$ cat src/rtl/mem_access_pkg.sv
// Shared types for the data-memory access stage.
// Holds the read FSM encoding and the one-entry store buffer record.
package mem_access_pkg;

    localparam int unsigned MAU_NBITS = 8;

    typedef enum logic [1:0] {
        IDLE    = 2'd0,
        RD_WAIT = 2'd1,
        RD_DONE = 2'd2
    } mau_state_t;

    typedef struct packed {
        logic                 valid;
        logic [MAU_NBITS-1:0] addr;
        logic [MAU_NBITS-1:0] data;
    } wbuf_t;

endpackage

$ cat src/rtl/mem_write_buffer.sv
// One-entry posted-store buffer with address-compare forwarding.
// Latency: capture on the accepting edge, contents visible the next cycle.
// Backpressure: the owner must only write while empty; drain_ack frees the entry.
module mem_write_buffer
    import mem_access_pkg::*;
(
    input  logic                 clock,
    input  logic                 reset,
    input  logic                 wr_vld,
    input  logic [MAU_NBITS-1:0] wr_addr,
    input  logic [MAU_NBITS-1:0] wr_dat,
    input  logic                 drain_ack,
    input  logic [MAU_NBITS-1:0] lookup_addr,
    output logic                 wb_vld,
    output logic [MAU_NBITS-1:0] wb_addr,
    output logic [MAU_NBITS-1:0] wb_dat,
    output logic                 fwd_hit
);

    wbuf_t wb_q, wb_d;

    always_comb begin
        wb_d = wb_q;
        if (drain_ack) begin
            wb_d.valid = 1'b0;
        end
        if (wr_vld) begin
            wb_d.valid = 1'b1;
            wb_d.addr  = wr_addr;
            wb_d.data  = wr_dat;
        end
    end

    always_ff @(posedge clock or negedge reset) begin
        if (!reset) begin
            wb_q <= '0;
        end else begin
            wb_q <= wb_d;
        end
    end

    assign wb_vld  = wb_q.valid;
    assign wb_addr = wb_q.addr;
    assign wb_dat  = wb_q.data;
    assign fwd_hit = wb_q.valid && (wb_q.addr == lookup_addr);

endmodule

$ cat src/rtl/mem_access_unit.sv
// Load/store stage between the controller and a single-port req/ack data memory.
// Latency: stores post with zero stall; loads stall until ack plus one cycle, buffer hits forward at once.
// Backpressure: busy holds the controller while the buffer is full or a read is outstanding.
module mem_access_unit
    import mem_access_pkg::*;
#(
    parameter int NBITS = MAU_NBITS
) (
    input  logic             clock,
    input  logic             reset,
    input  logic             MemRead,
    input  logic             MemWrite,
    input  logic [NBITS-1:0] addr,
    input  logic [NBITS-1:0] wdata,
    output logic [NBITS-1:0] rdata,
    output logic             busy,
    output logic             err,
    output logic             mem_req,
    output logic             mem_we,
    output logic [NBITS-1:0] mem_addr,
    output logic [NBITS-1:0] mem_wdata,
    input  logic [NBITS-1:0] mem_rdata,
    input  logic             mem_ack
);

    mau_state_t       state_q, state_d;
    logic             mem_req_q, mem_req_d;
    logic             mem_we_q, mem_we_d;
    logic [NBITS-1:0] mem_addr_q, mem_addr_d;
    logic [NBITS-1:0] mem_wdata_q, mem_wdata_d;
    logic [NBITS-1:0] rdata_q, rdata_d;
    logic             err_q, err_d;

    logic             wb_vld, fwd_hit;
    logic [NBITS-1:0] wb_addr, wb_dat;
    logic             is_load, store_acc, fwd, ack_vld, drain_ack, drain_issue, rd_issue;
    logic             busy_raw;

    // A simultaneous read+write request is handled purely as a store.
    assign is_load     = MemRead && !MemWrite;
    assign store_acc   = MemWrite && !wb_vld;
    assign fwd         = is_load && fwd_hit;
    assign ack_vld     = mem_ack && mem_req_q;
    assign drain_ack   = ack_vld && mem_we_q;
    assign drain_issue = wb_vld && !mem_req_q;
    assign rd_issue    = is_load && !wb_vld && !mem_req_q && (state_q == IDLE);

    mem_write_buffer u_wbuf (
        .clock       (clock),
        .reset       (reset),
        .wr_vld      (store_acc),
        .wr_addr     (addr),
        .wr_dat      (wdata),
        .drain_ack   (drain_ack),
        .lookup_addr (addr),
        .wb_vld      (wb_vld),
        .wb_addr     (wb_addr),
        .wb_dat      (wb_dat),
        .fwd_hit     (fwd_hit)
    );

    always_comb begin
        state_d     = state_q;
        mem_req_d   = mem_req_q;
        mem_we_d    = mem_we_q;
        mem_addr_d  = mem_addr_q;
        mem_wdata_d = mem_wdata_q;
        rdata_d     = rdata_q;
        err_d       = MemRead && MemWrite;

        if (ack_vld) begin
            mem_req_d = 1'b0;
        end
        if (drain_issue) begin
            mem_req_d   = 1'b1;
            mem_we_d    = 1'b1;
            mem_addr_d  = wb_addr;
            mem_wdata_d = wb_dat;
        end

        case (state_q)
            IDLE: begin
                if (rd_issue) begin
                    mem_req_d  = 1'b1;
                    mem_we_d   = 1'b0;
                    mem_addr_d = addr;
                    state_d    = RD_WAIT;
                end else if (fwd) begin
                    rdata_d = wb_dat;
                end
            end
            RD_WAIT: begin
                if (ack_vld && !mem_we_q) begin
                    rdata_d = mem_rdata;
                    state_d = RD_DONE;
                end
            end
            RD_DONE: state_d = IDLE;
            default: state_d = IDLE;
        endcase
    end

    always_ff @(posedge clock or negedge reset) begin
        if (!reset) begin
            state_q     <= IDLE;
            mem_req_q   <= 1'b0;
            mem_we_q    <= 1'b0;
            mem_addr_q  <= '0;
            mem_wdata_q <= '0;
            rdata_q     <= '0;
            err_q       <= 1'b0;
        end else begin
            state_q     <= state_d;
            mem_req_q   <= mem_req_d;
            mem_we_q    <= mem_we_d;
            mem_addr_q  <= mem_addr_d;
            mem_wdata_q <= mem_wdata_d;
            rdata_q     <= rdata_d;
            err_q       <= err_d;
        end
    end

    always_comb begin
        busy_raw = 1'b0;
        if (MemWrite) begin
            busy_raw = wb_vld;
        end else if (MemRead) begin
            busy_raw = !(fwd || (state_q == RD_DONE));
        end
    end

    assign busy      = reset && busy_raw;
    assign rdata     = fwd ? wb_dat : rdata_q;
    assign err       = err_q;
    assign mem_req   = mem_req_q;
    assign mem_we    = mem_we_q;
    assign mem_addr  = mem_addr_q;
    assign mem_wdata = mem_wdata_q;

endmodule

$ cat config.mk
export PLATFORM = sky130hd
export DESIGN_NAME = mem_access_unit
export DESIGN_NICKNAME = d
export VERILOG_FILES = /design/src/rtl/mem_access_pkg.sv /design/src/rtl/mem_write_buffer.sv /design/src/rtl/mem_access_unit.sv
export SDC_FILE = /design/constraint.sdc
export NUM_CORES = 1
export LEC_CHECK = 0
export ABC_AREA = 1
export CORE_ASPECT_RATIO = 1.2
export CORE_MARGIN = 1.5
export CORE_UTILIZATION = 30
export CTS_CLUSTER_DIAMETER = 60
export DETAILED_ROUTE_END_ITERATION = 16
export SYNTH_ARGS = -nofsm -noshare
export SYNTH_HDL_FRONTEND = slang
export SYNTH_SLANG_ARGS = --single-unit
$ cat constraint.sdc
create_clock -name clock -period 2.23 [get_ports clock]
set_clock_uncertainty 0.2 [all_clocks]
set_input_delay 0.5575 -clock clock [delete_from_list [all_inputs] [get_ports clock]]
set_output_delay 0.5575 -clock clock [all_outputs]
set_load 0.03 [all_outputs]
== Yosys cells after proc, flatten, opt, wreduce, memory -nomap -nowiden ==
Cells that the tools add are included.
Cells by class
  eq/ne operators: 6
  muxes and demuxes: 21
  reductions and logical operators: 24
Operators by type and width (number)
  8-bit 2-to-1 mux: 6
  17-bit 2-to-1 mux: 1
  8-bit case mux with 2 select lines: 1
  1-bit logical AND: 13
  1-bit 2-to-1 mux: 10
  8-bit equality test: 1
  2-bit != test, second input constant: 3
  1-bit zero test: 5
  2-bit 2-to-1 mux: 2
  2-bit case mux with 2 select lines: 1
  2-bit nonzero test: 2
  3-bit AND reduction: 1
  2-bit by 1-bit equality test with 1-bit output, second input constant: 1
  2-bit equality test, second input constant: 1
  2-bit zero test: 1
  2-bit AND reduction: 1
  1-bit logical OR: 1
Storage, ports and cells
  register bits: 46
  bits of input ports: 29
  word-level logic and storage cells: 61

== Longest topological paths before layout ==
Gate-level depths: netlist (run 1).
  depth after elaboration: 8
  mapped depth: 10
  depth with buffers taken out: 10

== By module ==
From an unflattened synthesis (run 1), not the netlist that was laid out.
Second synthesis, totals
  cell total of the unflattened synthesis: 306
  area total of the unflattened synthesis: 2349.8 µm²
By module, submodules not included
  mem_access_unit: instances 1, cells an instance 204, area an instance 1575.3 µm², seq. area each 725.7 µm²
  mem_write_buffer: instances 1, cells an instance 102, area an instance 774.5 µm², seq. area each 425.4 µm²

== Least setup slack after synthesis (run 1) ==
No wires, ideal clock.
  path kind: input-to-output
  from: input port addr[2]
  to: output port busy
  arrival: 1.470 ns
  data required time: 1.472 ns
  slack: 0.003 ns
  stages on the path: 9
  cell sequence: inv_1 > nand2_1 > nand2_1 > nor2_4 > nand2_2 > nor2_8 > nand2_1 > a21oi_1 > nor2_1
Between the ends
  longest elaborated chain between the ends: 8
RTL lines
  start, declared: line mem_access_unit.sv:13  | input logic [NBITS-1:0] addr,
  8-bit equality test: line mem_write_buffer.sv:45  | assign fwd_hit = wb_q.valid && (wb_q.addr == lookup_addr);
  1-bit logical AND: line mem_write_buffer.sv:45
  1-bit logical AND: line mem_access_unit.sv:42  | assign fwd = is_load && fwd_hit;
  1-bit logical OR: line mem_access_unit.sv:128  | busy_raw = !(fwd || (state_q == RD_DONE));
  1-bit zero test: line mem_access_unit.sv:128
  1-bit 2-to-1 mux: line mem_access_unit.sv:127  | end else if (MemRead) begin
  1-bit 2-to-1 mux: line mem_access_unit.sv:125  | if (MemWrite) begin
  1-bit logical AND: line mem_access_unit.sv:132  | assign busy = reset && busy_raw;
  end, declared: line mem_access_unit.sv:16  | output logic busy,
Every way passes these cells.

== Final worst setup path (run 1) ==
  from: register u_wbuf.wb_q, in the netlist u_wbuf.wb_addr[0]
  to: output port rdata[4]
Between the ends
  longest elaborated chain between the ends: 4
RTL lines
  start, declared: line mem_write_buffer.sv:20  | wbuf_t wb_q, wb_d;
  start signal, assigned: line mem_write_buffer.sv:38  | wb_q <= wb_d;
  8-bit equality test: line mem_write_buffer.sv:45
  1-bit logical AND: line mem_write_buffer.sv:45
  1-bit logical AND: line mem_access_unit.sv:42
  8-bit 2-to-1 mux
  end, declared: line mem_access_unit.sv:15  | output logic [NBITS-1:0] rdata,
Every way passes these cells.

==> results of run 1 <==
==> cell usage after synthesis <==
cell type / n
dfrtp_1: 46
nor2_8: 1
inv_2: 10
nor2_4: 4
xnor2_1: 2
clkbuf_8: 1
a31oi_1: 2
nor3_1: 1
nand3_1: 16
clkbuf_1: 3
o21ai_0: 19
buf_2: 3
nand3_4: 2
o21ai_4: 1
inv_1: 27
nand2_2: 4
nor2_1: 27
o211ai_1: 1
mux2_2: 3
clkinv_1: 1
o21ai_1: 8
o21bai_1: 8
a21oi_1: 9
nand2_1: 86
nand4_2: 1
buf_6: 2
nand3_2: 1
nor3_2: 2
==> power groups by stage <==
| stage | logic [uW] | registers [uW] | clock network (uW) |
|---|---|---|---|
| after floorplan | 1360 | 1770 | 0 |
| after global placement | 2390 | 1500 | 0 |
| after detailed placement | 2430 | 1510 | 0 |
| after CTS | 2770 | 1510 | 514 |
| after global routing | 2990 | 1570 | 536 |
| final | 2720 | 1510 | 494 |
==> layout make-up <==
| class | count | area [sq um] | area share, % |
|---|---|---|---|
| repair buffers | 82 | 754 | 22.3 |
| well taps | 92 | 115 | 3.41 |
| clock inverters | 2 | 10.0 | 0.297 |
| flip-flops and latches | 46 | 1150 | 34.1 |
| inverters | 38 | 148 | 4.37 |
| multi-input cells | 199 | 1130 | 33.4 |
| clock buffers | 5 | 68.8 | 2.04 |
==> cell families after synthesis <==
group                  share of synthesized area, %
AO/OA/AOI/OAI                                  11.7
XOR/XNOR                                      0.742
buffers and inverters                          8.69
flip-flops                                     48.8
multiplexers                                   1.43
AND/OR/NAND/NOR                                28.7
==> flip-flops by register name, summed over array words and instances, names as in the netlist <==
register        flops
mem_wdata           8
mem_addr            8
mem_req             1
u_wbuf.wb_vld       1
err                 1
u_wbuf.wb_dat       8
state_q             2
u_wbuf.wb_addr      8
rdata_q             8
mem_we              1
==> worst max path at each step <==
stage	to	depth (start not counted)	start
6_report	rdata[4]	9	u_wbuf.wb_addr[0]$_DFFE_PN0P_
5_1_grt	rdata[4]	9	u_wbuf.wb_addr[0]$_DFFE_PN0P_
4_1_cts	rdata[1]	8	u_wbuf.wb_addr[0]$_DFFE_PN0P_
3_5_place_dp	rdata[6]	8	MemRead
3_3_place_gp	busy	11	addr[1]
2_1_floorplan	busy	9	addr[2]
==> routing by layer <==
layer,vias to the layer above,routed length [um]
li1,1084,-
met1,993,2680
met2,42,3000
met3,12,182
met4,0,154
met5,-,0
==> what timing repair did <==
action / 4_1_cts / 5_1_grt
hold buffers: 0 / 0
gates cloned: 1 / 0
endpoints found under the setup margin: 10 / 10
pin swaps: 31 / 11
setup buffers: 11 / 4
resized for setup: 76 / 16
==> through the flow <==
step,instances,hold WS (ns),util (%),cell area (sq um)
6_report,464,0.218,44.0,3380
5_1_grt,464,0.257,44.0,3380
4_1_cts,465,0.240,44.0,3380
3_5_place_dp,446,0.266,40.2,3080
3_3_place_gp,446,0.261,40.2,3080
2_1_floorplan,291,0.0619,-,2360
==> worst register-to-register path: stages, from the launching register on <==
cell and delay [ns]:
dfrtp_1 0.40, inv_2 0.05, nand2_2 0.05, nand2_2 0.06
nor2_4 0.18, nand3_4 0.18, o21bai_1 0.23, buf_4 0.14
buf_6 0.09, buf_6 0.08, buf_6 0.08, buf_6 0.08
nand3_2 0.05, nand2_1 0.07, nand2_1 0.05
==> impl_metrics.tcl, run 1 <==
set metrics [dict create \
    cpLargestDelayFamily "simple AND/OR/NAND/NOR gates" \
    place_congestion 0.777 \
    rrSetupSlack_ns 0.15 \
    period_share_pct 111 \
    cp-start-kind "flop" \
    start_util_pct 30.8 \
    ys_ff_latch 46 \
    p_int_uw 2580 \
    status "complete, but fails checks" \
    drc 0 \
    hpwl_um 4140 \
    dr.pass1.iters 4 \
    cts_buffers 5 \
    cp_common_cell "nand2_2" \
    synth_nets 320 \
    synth_area_leaders "dfrtp_1 49%, nand2_1 14%, inv_1 4.3%" \
    yosysTopAreaCellShare_pct 48.8 \
    p_comb_share_pct 57.6 \
    worst-path-max-fanout 8 \
    wirelength_um 6010 \
    clock_sinks 46 \
    antennaDiodeCount 0 \
    synthesis.area_sq_um 2360 \
    reg2reg_depth 14 \
    max_stage_delay_ns 0.40 \
    finalNetCount 401 \
    synthCells 291 \
    gr-usage-met2_pct 25.1 \
    boundaryPins 57 \
    viasPerCell 4.59 \
    met1_usage_pct 18.9 \
    cts_tree "yes" \
    grt_antenna_before_repair 0 \
    gr-max-usage-layer "met2" \
    slowest_stage "dfrtp_1" \
    die_area_sq_um 8410 \
    clkPwrFrac_pct 10.4 \
    grt_remaining_overflow 0 \
    cts_root_buffer "clkbuf_8" \
    relSlewSlack_pct 59.6 \
    setup_tns_ns -1.90 \
    die_width_um 84.0 \
    grt_pass1_wl_um 10000 \
    finalCriticalPeriod_ns 2.48 \
    cp.required_ns 1.47 \
    die_h_um 100 \
    area_delta_synth_final_pct 43.0 \
    cp_cell_sequence "inv_2 > nand2_2 > nand2_2 > nor2_4 > nand3_4 > buf_4 > o21bai_4 > nand2_2 > buf_6" \
    drtAntennaViolNets 0 \
    ys.warnings.count 0 \
    grt_use_met3_pct 2.30 \
    worst_pin_slew_ns 0.606 \
    nFillCells 770 \
    postLayoutSetupSlackWorst_ns -0.249 \
    critical_path_class "flop to output port" \
    max_freq_ghz 0.403 \
    power.switching_uw 2150 \
    dp_slack_ns -0.607 \
    min_path_type "input port to asynchronous set/reset pin" \
    netSwitchingFraction_pct 45.4 \
    grt_usage_pct 14.9 \
    r2r_start "u_wbuf.wb_addr[0]$_DFFE_PN0P_" \
    layout_commonest_cell "nand2_1" \
    worstSkewPairLatency_ns 0.30 \
    drive_gt1_share_pct 30.9 \
    row_count 35 \
    drt-initial-drc-count 119 \
    ys_types 28 \
    worst-path-buf-inv 3 \
    endpoint_kind "output port" \
    num_vias 2131 \
    final-hold-violation-count 0 \
    grt_max_degree 47 \
    leakage_uw 0.00164 \
    arrival_ns 1.72 \
    path_clk_slew_ns 0.09 \
    first_global_vias 2124 \
    cts_max_level 2 \
    pwr-share-seq_pct 32.0 \
    clock_tree.buffer_depth 2 \
    cap_viol_max_count 0 \
    wl_per_cell_um 13.0 \
    final_max_slew_viol_count 0 \
    reg2reg_to "rdata_q[1]$_DFFE_PN0P_" \
    core_area_sq_um 7660 \
    avgSynthCellArea_sq_um 8.11 \
    rsz0062_at_grt "yes" \
    violations "negative setup slack" \
    yosysSeqAreaShare_pct 48.8 \
    power_density_nw_per_um2 1400 \
    layout_common_cells "70 x nand2_1, 46 x dfrtp_1, 35 x clkdlybuf4s50_1" \
    ir_drop_mv 0.638 \
    place.port_buffers 56 \
    setup_violations 9 \
    synth_area_leader_cell "dfrtp_1" \
    total_power_uw 4730 \
]
(Power assumes the default switching activity.)
==> run 2, diff against run 1 <==
--- a/config.mk
+++ b/config.mk
@@ -10,5 +10,6 @@
 export CORE_MARGIN = 1.5
-export CORE_UTILIZATION = 30
+export CORE_UTILIZATION = 25
 export CTS_CLUSTER_DIAMETER = 60
 export DETAILED_ROUTE_END_ITERATION = 16
+export MAX_ROUTING_LAYER = met4
 export SYNTH_ARGS = -nofsm -noshare
==> constraint.sdc (replaced) <==
create_clock -name clock -period 2.23 [get_ports clock]
set_clock_uncertainty 0.2 [all_clocks]
set_input_delay 0.223 -clock clock [delete_from_list [all_inputs] [get_ports clock]]
set_output_delay 0.223 -clock clock [all_outputs]
set_load 0.03 [all_outputs]
==> impl_metrics.tcl, run 2 (synthesized netlist as in run 1, its figures left out) <==
set metrics [dict create \
    antennaDiodeCount 0 \
    path_clk_slew_ns 0.08 \
    critical_path_class "input port to output port" \
    cp-start-kind "input port" \
    arrival_ns 1.71 \
    setup_tns_ns 0 \
    wirelength_um 5940 \
    clock_tree.buffer_depth 2 \
    finalNetCount 382 \
    grt_pass1_wl_um 9570 \
    gr-usage-met2_pct 19.9 \
    drive_gt1_share_pct 18.4 \
    start_util_pct 25.9 \
    total_power_uw 4570 \
    dr.pass1.iters 4 \
    die_area_sq_um 10000 \
    place.port_buffers 56 \
    max_stage_delay_ns 0.49 \
    nFillCells 973 \
    drtAntennaViolNets 0 \
    rsz0062_at_grt "no" \
    slowest_stage "clkdlybuf4s50_1" \
    cts_buffers 5 \
    viasPerCell 4.25 \
    cp_cell_sequence "clkdlybuf4s50_1 > inv_1 > nand2_1 > nand2_1 > nor2_4 > inv_2 > nor2_8 > nand2_2 > a21oi_2 > nor2_1 > buf_4" \
    met1_usage_pct 15.3 \
    final-hold-violation-count 0 \
    core_area_sq_um 9130 \
    wl_per_cell_um 12.5 \
    worst-path-buf-inv 4 \
    grt_antenna_before_repair 0 \
    cts_max_level 2 \
    area_delta_synth_final_pct 36.0 \
    power_density_nw_per_um2 1420 \
    worst-path-max-fanout 5 \
    finalCriticalPeriod_ns 2.13 \
    gr-max-usage-layer "met2" \
    boundaryPins 57 \
    clock_sinks 46 \
    setup_violations 0 \
    ir_drop_mv 0.415 \
    period_share_pct 95.4 \
    hold_slack_ns 0.0403 \
    num_vias 2014 \
    cts_tree "yes" \
    grt_usage_pct 12.5 \
    cp_common_cell "nand2_1" \
    leakage_uw 0.00156 \
    cts_root_buffer "clkbuf_8" \
    die_width_um 91.7 \
    grt_max_degree 47 \
    layout_common_cells "82 x nand2_1, 46 x dfrtp_1, 43 x clkdlybuf4s50_1" \
    final_max_slew_viol_count 0 \
    drt-initial-drc-count 87 \
    die_h_um 109 \
    layout_commonest_cell "nand2_1" \
    worstSkewPairLatency_ns 0.30 \
    row_count 38 \
    endpoint_kind "output port" \
    hpwl_um 4310 \
    first_global_vias 2070 \
    max_freq_ghz 0.470 \
    place_congestion 0.857 \
    drc 0 \
    grt_use_met3_pct 2.97 \
    grt_remaining_overflow 0 \
    cp.required_ns 1.81 \
    worst_pin_slew_ns 0.614 \
    min_path_type "input port to flop" \
    cap_viol_max_count 0 \
    cpLargestDelayFamily "buffers and inverters" \
    status "completed" \
    relSlewSlack_pct 59.0 \
]
==> run 2: cell count changes in the layout (fill, tap and decap cells not counted), moves of 6 or more <==
cell | previous run | this run
buf_2 | 9 | 1
buf_6 | 14 | 1
nand2_2 | 19 | 7
nand2_1 | 70 | 82
clkdlybuf4s50_1 | 35 | 43
buf_4 | 20 | 14
==> run 2: final cells by class <==
type	instances	area [sq um]	share of cell area (%)
Timing Repair Buffer	63	599	18.7
Tap cell	120	150	4.67
Multi-Input combinational cell	199	1060	33.0
Clock inverter	3	40.0	1.25
Sequential cell	46	1150	35.8
Clock buffer	5	68.8	2.14
Inverter	38	143	4.44
==> run 2: worst register-to-register path: stages, from the launching register on <==
cell and delay (ns):
dfrtp_1 0.41, xnor2_1 0.24, nand3_2 0.12, buf_4 0.18, o21bai_1 0.18, nand3_1 0.09, nand2_1 0.07, nand2_1 0.05
==> run 2: metrics by stage <==
step	setup slack (ns)	util, %	instance area (sq um)	std cells
final	0.102	35.2	3210	474
after global routing	0.00751	35.2	3210	474
after CTS	0.0385	34.5	3150	473
after detailed placement	0.0483	33.2	3030	464
after global placement	0.0626	33.2	3030	464
after floorplan	0.525	-	2360	291
==> run 2: routing by layer <==
layer | wire, um | part of all wire (%) | vias up
li1 | - | - | 1033
met1 | 2680 | 45 | 926
met2 | 2860 | 48 | 47
met3 | 283 | 4.8 | 8
met4 | 112 | 1.9 | 0
met5 | 0 | 0 | -
==> run 2: worst paths after layout <==
kind                                                     from                      to  slack [ns]  cells after the start
max in group asynchronous                               reset  state_q[1]$_DFFE_PN0P_        1.01                      3
worst min register to register         rdata_q[6]$_DFFE_PN0P_  rdata_q[6]$_DFFE_PN0P_        0.28                      2
worst max-delay path                                  addr[1]                    busy        0.10                     11
worst max register to register  u_wbuf.wb_addr[4]$_DFFE_PN0P_  rdata_q[6]$_DFFE_PN0P_        0.61                      7
worst min-delay path                                  addr[5]   mem_addr[5]$_DFF_PN0_        0.04                      3
min in group asynchronous                               reset   mem_addr[1]$_DFF_PN0_        0.41                      3
==> run 2: what timing repair did <==
item                                   in CTS  in global routing
hold buffers                                1                  0
endpoints found under the hold margin      46                  0
gates resized for setup                     0                 16
setup endpoints to repair                   0                  4
setup buffers                               0                  0
==> run 2: report_power, final <==
part           leakage [uW]  internal, uW  switching [uW]
Combinational      0.000957           935            1510
Clock             0.0000579           330             289
Sequential         0.000549          1240             269
